===== src/rtl/battleship_pkg.sv =====
//------------------------------------------------------------------------------
// Module   : battleship_pkg
// Brief    : Shared key codes, controller state encoding and player type.
// Revision : 1.0 - initial release
//------------------------------------------------------------------------------
`default_nettype none

package battleship_pkg;

  localparam logic [3:0] KEY_A     = 4'hA;
  localparam logic [3:0] KEY_B     = 4'hB;
  localparam logic [3:0] KEY_C     = 4'hC;
  localparam logic [3:0] KEY_D     = 4'hD;
  localparam logic [3:0] KEY_ENTER = 4'hE;
  localparam logic [3:0] KEY_CLEAR = 4'hF;

  typedef enum logic [2:0] {
    ST_WAIT_ROW   = 3'd0,
    ST_WAIT_COL   = 3'd1,
    ST_WAIT_ENTER = 3'd2,
    ST_FIRE       = 3'd3,
    ST_SHOW       = 3'd4,
    ST_DONE       = 3'd5
  } state_t;

  typedef logic player_t;

endpackage

`default_nettype wire


===== src/rtl/shot_entry_controller.sv =====
//------------------------------------------------------------------------------
// Module   : shot_entry_controller
// Brief    : Two-player keypad shot entry, req/ack shot issue, result hold and
//            turn hand-over with sticky game over.
// Revision : 1.0 - initial release
//------------------------------------------------------------------------------
`default_nettype none

module shot_entry_controller
  import battleship_pkg::*;
#(
  parameter  int GRID        = 8,
  parameter  int SHOW_CYCLES = 100_000_000,
  localparam int CW          = $clog2(GRID)
) (
  input  logic          clk,
  input  logic          rst_n,
  input  logic [3:0]    key_code,
  input  logic          key_valid,
  output logic          shot_req,
  output logic          shot_player,
  output logic [CW-1:0] shot_row,
  output logic [CW-1:0] shot_col,
  input  logic          shot_ack,
  input  logic          hit,
  input  logic          win,
  output logic          player,
  output logic          row_vld,
  output logic          col_vld,
  output logic          last_hit,
  output logic          show,
  output logic          err,
  output logic          game_over,
  output logic          winner
);

  localparam int            CNTW     = (SHOW_CYCLES > 1) ? $clog2(SHOW_CYCLES) : 1;
  localparam logic [CNTW-1:0] CNT_LAST = CNTW'(SHOW_CYCLES - 1);

  state_t          r_state,    w_state_nxt;
  player_t         r_player,   w_player_nxt;
  logic [CW-1:0]   r_row,      w_row_nxt;
  logic [CW-1:0]   r_col,      w_col_nxt;
  logic            r_row_vld,  w_row_vld_nxt;
  logic            r_col_vld,  w_col_vld_nxt;
  logic            r_last_hit, w_last_hit_nxt;
  logic            r_err,      w_err_nxt;
  player_t         r_winner,   w_winner_nxt;
  logic [CNTW-1:0] r_cnt,      w_cnt_nxt;
  logic            r_shot_req;
  logic            r_show;
  logic            r_game_over;
  logic            w_is_digit;

  // A-D exceed 9 and so are never digits, whatever GRID is.
  assign w_is_digit = (key_code <= 4'h9) && (key_code < 4'(GRID));

  always_comb begin
    w_state_nxt    = r_state;
    w_player_nxt   = r_player;
    w_row_nxt      = r_row;
    w_col_nxt      = r_col;
    w_row_vld_nxt  = r_row_vld;
    w_col_vld_nxt  = r_col_vld;
    w_last_hit_nxt = r_last_hit;
    w_err_nxt      = 1'b0;
    w_winner_nxt   = r_winner;
    w_cnt_nxt      = r_cnt;
    case (r_state)
      ST_WAIT_ROW: begin
        if (key_valid) begin
          if (w_is_digit) begin
            w_row_nxt     = key_code[CW-1:0];
            w_row_vld_nxt = 1'b1;
            w_state_nxt   = ST_WAIT_COL;
          end else if (key_code != KEY_CLEAR) begin
            w_err_nxt = 1'b1;
          end
        end
      end
      ST_WAIT_COL: begin
        if (key_valid) begin
          if (w_is_digit) begin
            w_col_nxt     = key_code[CW-1:0];
            w_col_vld_nxt = 1'b1;
            w_state_nxt   = ST_WAIT_ENTER;
          end else if (key_code == KEY_CLEAR) begin
            w_row_vld_nxt = 1'b0;
            w_col_vld_nxt = 1'b0;
            w_state_nxt   = ST_WAIT_ROW;
          end else begin
            w_err_nxt = 1'b1;
          end
        end
      end
      ST_WAIT_ENTER: begin
        if (key_valid) begin
          if (key_code == KEY_ENTER) begin
            w_state_nxt = ST_FIRE;
          end else if (key_code == KEY_CLEAR) begin
            w_row_vld_nxt = 1'b0;
            w_col_vld_nxt = 1'b0;
            w_state_nxt   = ST_WAIT_ROW;
          end else begin
            w_err_nxt = 1'b1;
          end
        end
      end
      ST_FIRE: begin
        if (shot_ack) begin
          w_last_hit_nxt = hit;
          w_cnt_nxt      = '0;
          if (win) begin
            w_winner_nxt = r_player;
            w_state_nxt  = ST_DONE;
          end else begin
            w_state_nxt  = ST_SHOW;
          end
        end
      end
      ST_SHOW: begin
        if (r_cnt == CNT_LAST) begin
          w_cnt_nxt     = '0;
          w_player_nxt  = ~r_player;
          w_row_vld_nxt = 1'b0;
          w_col_vld_nxt = 1'b0;
          w_state_nxt   = ST_WAIT_ROW;
        end else begin
          w_cnt_nxt = r_cnt + CNTW'(1);
        end
      end
      ST_DONE: begin
        w_state_nxt = ST_DONE;
      end
      default: begin
        w_state_nxt = ST_WAIT_ROW;
      end
    endcase
  end

  // Status outputs are decoded from the next state so they stay registered.
  always_ff @(posedge clk) begin
    if (!rst_n) begin
      r_state     <= ST_WAIT_ROW;
      r_player    <= 1'b0;
      r_row       <= '0;
      r_col       <= '0;
      r_row_vld   <= 1'b0;
      r_col_vld   <= 1'b0;
      r_last_hit  <= 1'b0;
      r_err       <= 1'b0;
      r_winner    <= 1'b0;
      r_cnt       <= '0;
      r_shot_req  <= 1'b0;
      r_show      <= 1'b0;
      r_game_over <= 1'b0;
    end else begin
      r_state     <= w_state_nxt;
      r_player    <= w_player_nxt;
      r_row       <= w_row_nxt;
      r_col       <= w_col_nxt;
      r_row_vld   <= w_row_vld_nxt;
      r_col_vld   <= w_col_vld_nxt;
      r_last_hit  <= w_last_hit_nxt;
      r_err       <= w_err_nxt;
      r_winner    <= w_winner_nxt;
      r_cnt       <= w_cnt_nxt;
      r_shot_req  <= (w_state_nxt == ST_FIRE);
      r_show      <= (w_state_nxt == ST_SHOW);
      r_game_over <= (w_state_nxt == ST_DONE);
    end
  end

  assign shot_req    = r_shot_req;
  assign shot_player = r_player;
  assign shot_row    = r_row;
  assign shot_col    = r_col;
  assign player      = r_player;
  assign row_vld     = r_row_vld;
  assign col_vld     = r_col_vld;
  assign last_hit    = r_last_hit;
  assign show        = r_show;
  assign err         = r_err;
  assign game_over   = r_game_over;
  assign winner      = r_winner;

endmodule

`default_nettype wire


===== config.mk =====
export PLATFORM = sky130hd
export DESIGN_NAME = shot_entry_controller
export DESIGN_NICKNAME = d
export VERILOG_FILES = /design/src/rtl/battleship_pkg.sv /design/src/rtl/shot_entry_controller.sv
export SDC_FILE = /design/constraint.sdc
export NUM_CORES = 1
export LEC_CHECK = 0
export CAP_MARGIN = 10
export CELL_PAD_IN_SITES_DETAIL_PLACEMENT = 0
export CELL_PAD_IN_SITES_GLOBAL_PLACEMENT = 2
export CORE_MARGIN = 4
export CORE_UTILIZATION = 36
export DETAILED_ROUTE_END_ITERATION = 16
export PLACE_DENSITY_LB_ADDON = 0.3
export SLEW_MARGIN = 10
export SYNTH_ARGS = -nofsm -noshare
export SYNTH_HDL_FRONTEND = slang
export SYNTH_SLANG_ARGS = --single-unit

===== constraint.sdc =====
create_clock -name clk -period 5.2 [get_ports clk]
set_clock_uncertainty 0.15 [all_clocks]
set_input_delay 1.56 -clock clk [delete_from_list [all_inputs] [get_ports clk]]
set_output_delay 1.56 -clock clk [all_outputs]
set_load 0.01 [all_outputs]

Yosys cells after proc, flatten, opt, wreduce, memory -nomap -nowiden
Index checks and enable logic that the tools add are counted.
- mux-type cells: 38
- $lt $le $gt $ge: 2
- reductions and logical operators: 13
- bitwise logic cells: 1
- eq/ne operators: 20
- add/subtract/negate cells: 1
- operators with widths (cell ; number):
    $mux W27 ; 2
    $pmux W27 S2 ; 1
    $add A27 B1 Y27 const B ; 1
    $eq A27 B27 Y1 const B ; 1
    $mux W3 ; 9
    $mux W1 ; 22
    $pmux W3 S6 ; 1
    $ne A2 B2 Y1 const B ; 8
    $eq A3 B3 Y1 const B ; 4
    $eq A3 B2 Y1 const B ; 3
    $reduce_and A3 Y1 ; 3
    $eq A4 B4 Y1 const B ; 2
    $reduce_and A8 Y1 ; 1
    $pmux W1 S3 ; 2
    $reduce_and A2 Y1 ; 3
    $reduce_and A5 Y1 ; 1
    $le A4 B4 Y1 const B ; 1
    $lt A4 B4 Y1 const B ; 1
    $ne A4 B4 Y1 const B ; 1
    $pmux W1 S4 ; 1
    $reduce_bool A4 Y1 ; 1
    $eq A3 B1 Y1 const B ; 1
    $logic_not A3 Y1 ; 1
    $reduce_bool A3 Y1 ; 1
    other kinds (3) ; 3
- bits in registers: 45
- output and inout port bits: 16
- logic and storage cells: 88

Depth between registers and ports, before layout
- word-level depth: 6
- mapped depth: 8
- mapped depth without buffers: 6

Worst setup path after synthesis
No wires, ideal clock.
- path type: input -> register
- start point: in shot_ack
- end point: reg r_cnt[10]
- path slack: 2297 ps
- required time: 4917 ps
- buffers on the path: 2
- arrival time: 2620 ps
- setup time: 133 ps
- stages: 6
- cell sequence: and4b_1 clkbuf_1 nor2_1 clkbuf_1 o21ai_1 nor2_1
- longest elaborated chain between the ends: 2
- ends and longest elaborated chain (item ; line ; RTL):
    from (decl) ; shot_entry_controller.sv:24 ; input logic shot_ack,
    $ne A2 B2 Y1 (no line) ; -- ;
    $reduce_and A2 Y1 (no line) ; -- ;
    to (signal assigned) ; shot_entry_controller.sv:167 ; r_cnt <= w_cnt_nxt;
    to (decl) ; shot_entry_controller.sv:49 ; logic [CNTW-1:0] r_cnt, w_cnt_nxt;
No other way between the ends.
A chain may end at the register's enable or synchronous reset.

Worst setup path after layout
- start point: in shot_ack
- end point: reg r_cnt[3]
Same word-level chain as after synthesis.

==> qor.tcl <==
set qor(slew_headroom) 0.278
set qor(beginning_of_the_worst_hold_path) {winner}
set qor(power_frac_seq) 0.574
set qor(cts_repair_resize_count) 0
set qor(antenna_violations_before_repair) 0
set qor(crit_path_start_kind) {input port}
set qor(r2r_cells) 6
set qor(io_pins) 26
set qor(timing.reg2reg.setup_slack_ns) 2.72
set qor(multiplexer_fraction_of_the_synthesized_cell_area) 0.0360
set qor(count_of_unique_library_cells_instantiated_by_yosys) 58
set qor(syn_avg_cell_area_um2) 8.58
set qor(worst_slack_ns) 1.92
set qor(viasPerCell) 5.36
set qor(synthesis.nets) 270
set qor(endpoint_kind) {flip-flop}
set qor(postCtsHoldBufs) 0
set qor(required_ns) 5.24
set qor(site_row_count) 28
set qor(clock.fmax_ghz) 0.305
set qor(ys_seq_area_frac) 0.405
set qor(routabilityCongestion) 0.826
set qor(regArea_um2) 901
set qor(postSynth.asyncResetShare) 0
set qor(fin_tns_setup_ns) 0
set qor(outcome) {finished, final reports clean}
set qor(wl_per_cell_um) 14.6
set qor(power.density_cell_area_nw_per_um2) 235
set qor(post-place-ws_ns) 1.64
set qor(min_delay_path_depth) 2
set qor(crit_path_start) {shot_ack}
set qor(cp_slowest_stage_delay_ns) 0.50
set qor(period_share) 0.630
set qor(path_delay_family) {buffers and inverters}
set qor(fraction_of_layout_instances_using_a_drive_strength_above_1) 0.0638
set qor(power.leakage_nw) 0.922
set qor(num-fill-cells) 623
set qor(ys_warn_count) 0
set qor(max-clock-path-buffers) 2
set qor(synth_simple_gate_area_frac) 0.302
set qor(area_growth_pct) 17.5
set qor(h-tree-depth) 2
set qor(xor_xnor_portion_of_the_synthesized_cell_area) 0.0394
set qor(timing_max_transition_violations_final) 0
set qor(synth-edff-count) 0
set qor(final_hold_slack_ns) 0.322
set qor(cts-buffers-inserted) 5
set qor(finalNetCount) 293
set qor(tritoncts) {yes}
set qor(design.core.area_um2) 5960
set qor(critical_path_buf_inv_count) 2
set qor(critPathArrivalTime_ns) 3.32
set qor(multi_input_comb_area_um2) 1240
set qor(worst_ir_drop_vdd_v) 0.000112
set qor(path_cells) {clkdlybuf4s50_1, and4b_1, nor2_1, buf_4, and2_1, a21o_1, a22o_1}
set qor(post_cts.repair.setup_buffers) 0
set qor(synthesis.instances) 259
set qor(gr-total-overflow) 0
set qor(comb_power_share) 0.069
set qor(synth_compound_gate_area_share) 0.173
set qor(synth_top_family_by_area) {simple AND/OR/NAND/NOR gates}
set qor(intPower_mw) 0.475
set qor(initial_utilization) 0.373
set qor(hpwlAfterDp_mm) 3.74
set qor(clock_latency_ns) 0.29
set qor(post-route-drc-count) 0
set qor(diodes) 0
set qor(drtAntennaViolNets) 0
set qor(timing_worst_slew_pin_value_ns) 1.07
set qor(grt_first_pass_wirelength_mm) 8.94
set qor(hold_class) {flip-flop to flip-flop}
set qor(synth_largest_area_cell) {sky130_fd_sc_hd__dfxtp_1}
set qor(finalHoldViolations) 0
set qor(crit_fanout) 13
set qor(hold_end) {winner}
set qor(cp_slowest_cell) {sky130_fd_sc_hd__clkdlybuf4s50_1}
set qor(worstSetupPathType) {input port to flip-flop}
set qor(grt_start_max_net_pins) 25
set qor(die_w_um) 86.6
set qor(maxCapViolations) 0
set qor(grt_use_total) 0.150
set qor(clk_pin_slew_ns) 0.08
set qor(yosys.area.top_type_share) 0.405
set qor(drtPass1Iterations) 4
set qor(critical_path.reg2reg.startpoint) {r_cnt[0]}
set qor(setup_repair_after_global_routing_missed_its_margin) {no}
set qor(syn-cell-area_um2) 2220
set qor(floorplan.die_area_um2) 7500
set qor(synth_area_leaders) {sky130_fd_sc_hd__dfxtp_1, sky130_fd_sc_hd__mux2i_1, sky130_fd_sc_hd__a31oi_1}
set qor(drt_first_iter_violations) 134
set qor(floorplan.die.height_um) 86.6
set qor(cts.sinks) 45
set qor(clockRootBuffer) {sky130_fd_sc_hd__clkbuf_8}
set qor(setup_viol) 0
set qor(port-buffer-count) 25
set qor(via_count) 1915
set qor(synthAdderAreaFrac) 0.00563
set qor(vias_in_the_first_global_route) 1742
set qor(yosys_most_used_dff) {sky130_fd_sc_hd__dfxtp_1}
set qor(routed_wl_mm) 5.21
set qor(flip_flop_and_latch_count_after_synthesis) 45
set qor(finalWorstPathRequiredPeriod_ns) 3.28
set qor(p_switching_mw) 0.139
set qor(timing.rr.end) {r_cnt[24]}
set qor(clockPowerShare) 0.357
set qor(p_sw_frac) 0.226
-- kinds of logic after synthesis --
kind of cell | count (synthesis)
simple gates | 120
flops | 45
xor+xnor | 10
mux | 8
buf+inv | 19
compound gates | 56
fa+ha+maj | 1
-- layout make-up --
cell class              count  area share
multi-input cells         195       0.473
repair buffers             27       0.102
well taps                  75      0.0359
flip-flops and latches     45       0.345
clock buffers               7      0.0330
inverters                   8      0.0115
-- worst max path at each step --
stage / end / slack [ns] / depth (start not counted)
detailed placement: r_cnt[15] / 1.64 / 5
floorplan: r_cnt[10] / 2.30 / 6
global route: r_cnt[15] / 1.75 / 5
finish: r_cnt[3] / 1.92 / 7
global placement: r_cnt[15] / 1.66 / 5
CTS: r_cnt[3] / 1.95 / 7
-- registers in the layout, summed over array words and instances, names as in the netlist --
register and count:
shot_col 3, shot_req 1, shot_row 3, err 1, col_vld 1, player 1, r_cnt 27, last_hit 1
show 1, game_over 1, winner 1, r_state 3, row_vld 1
-- tightest hold or removal path: stages (launching register included) --
cell,delay (ns)
sky130_fd_sc_hd__dfxtp_1,0.32
sky130_fd_sc_hd__nand2_1,0.05
sky130_fd_sc_hd__a21boi_0,0.06
-- synth_stat cells, drive strengths merged (5+ instances only) --
master   n
inv      8
xnor2    8
nand4    7
dfxtp   45
mux2i    8
and3     6
nand3   15
nand2   21
nor3    10
a31oi   12
clkbuf   8
nand2b   5
o21ai    7
nor2b   11
a21oi    9
nor2    19
-- cell usage in the layout, fill, tap and decap left out, types with 3 or more instances in the layout --
master,netlist,layout
sky130_fd_sc_hd__a21o_1,4,4
sky130_fd_sc_hd__nor2_1,19,19
sky130_fd_sc_hd__xnor2_1,8,8
sky130_fd_sc_hd__nand3_1,15,15
sky130_fd_sc_hd__a21oi_1,9,9
sky130_fd_sc_hd__nor3b_1,4,4
sky130_fd_sc_hd__nor4_1,3,3
sky130_fd_sc_hd__o211ai_1,3,3
sky130_fd_sc_hd__and2_1,4,4
sky130_fd_sc_hd__and3_1,5,5
sky130_fd_sc_hd__clkbuf_8,0,6
sky130_fd_sc_hd__nand2_1,20,20
sky130_fd_sc_hd__nor3_1,10,10
sky130_fd_sc_hd__nand2b_1,5,5
sky130_fd_sc_hd__a31oi_1,12,12
sky130_fd_sc_hd__o21ai_0,6,6
sky130_fd_sc_hd__dfxtp_1,45,45
sky130_fd_sc_hd__inv_1,8,8
sky130_fd_sc_hd__mux2i_1,8,8
sky130_fd_sc_hd__a21boi_0,3,3
sky130_fd_sc_hd__nor2b_1,11,11
sky130_fd_sc_hd__nand4_1,6,6
sky130_fd_sc_hd__clkdlybuf4s50_1,0,25
-- power groups by stage --
stage	logic, mW	clock network, mW	registers [mW]
finish	0.0423	0.219	0.352
floorplan	0.0228	0	0.360
global route	0.0465	0.241	0.354
CTS	0.0428	0.230	0.352
global placement	0.0427	0	0.360
detailed placement	0.0425	0	0.360
-- metrics by stage --
stage | cell area [um2] | util | cells | power, mW
after detailed placement | 2530 | 0.424 | 350 | 0.403
after global routing | 2610 | 0.439 | 357 | 0.641
after CTS | 2610 | 0.439 | 357 | 0.625
after floorplan | 2220 | - | 259 | 0.382
final | 2610 | 0.439 | 357 | 0.614
after global placement | 2530 | 0.424 | 350 | 0.403
-- metal layers --
layer | vias up | wire, um | GRT usage
met5 | - | 0 | 0
met4 | 0 | 49 | 0.0382
met3 | 4 | 166 | 0.0295
met2 | 23 | 2150 | 0.213
met1 | 893 | 2850 | 0.229
li1 | 995 | - | -
Note: power is estimated with default switching activity, not from simulation.
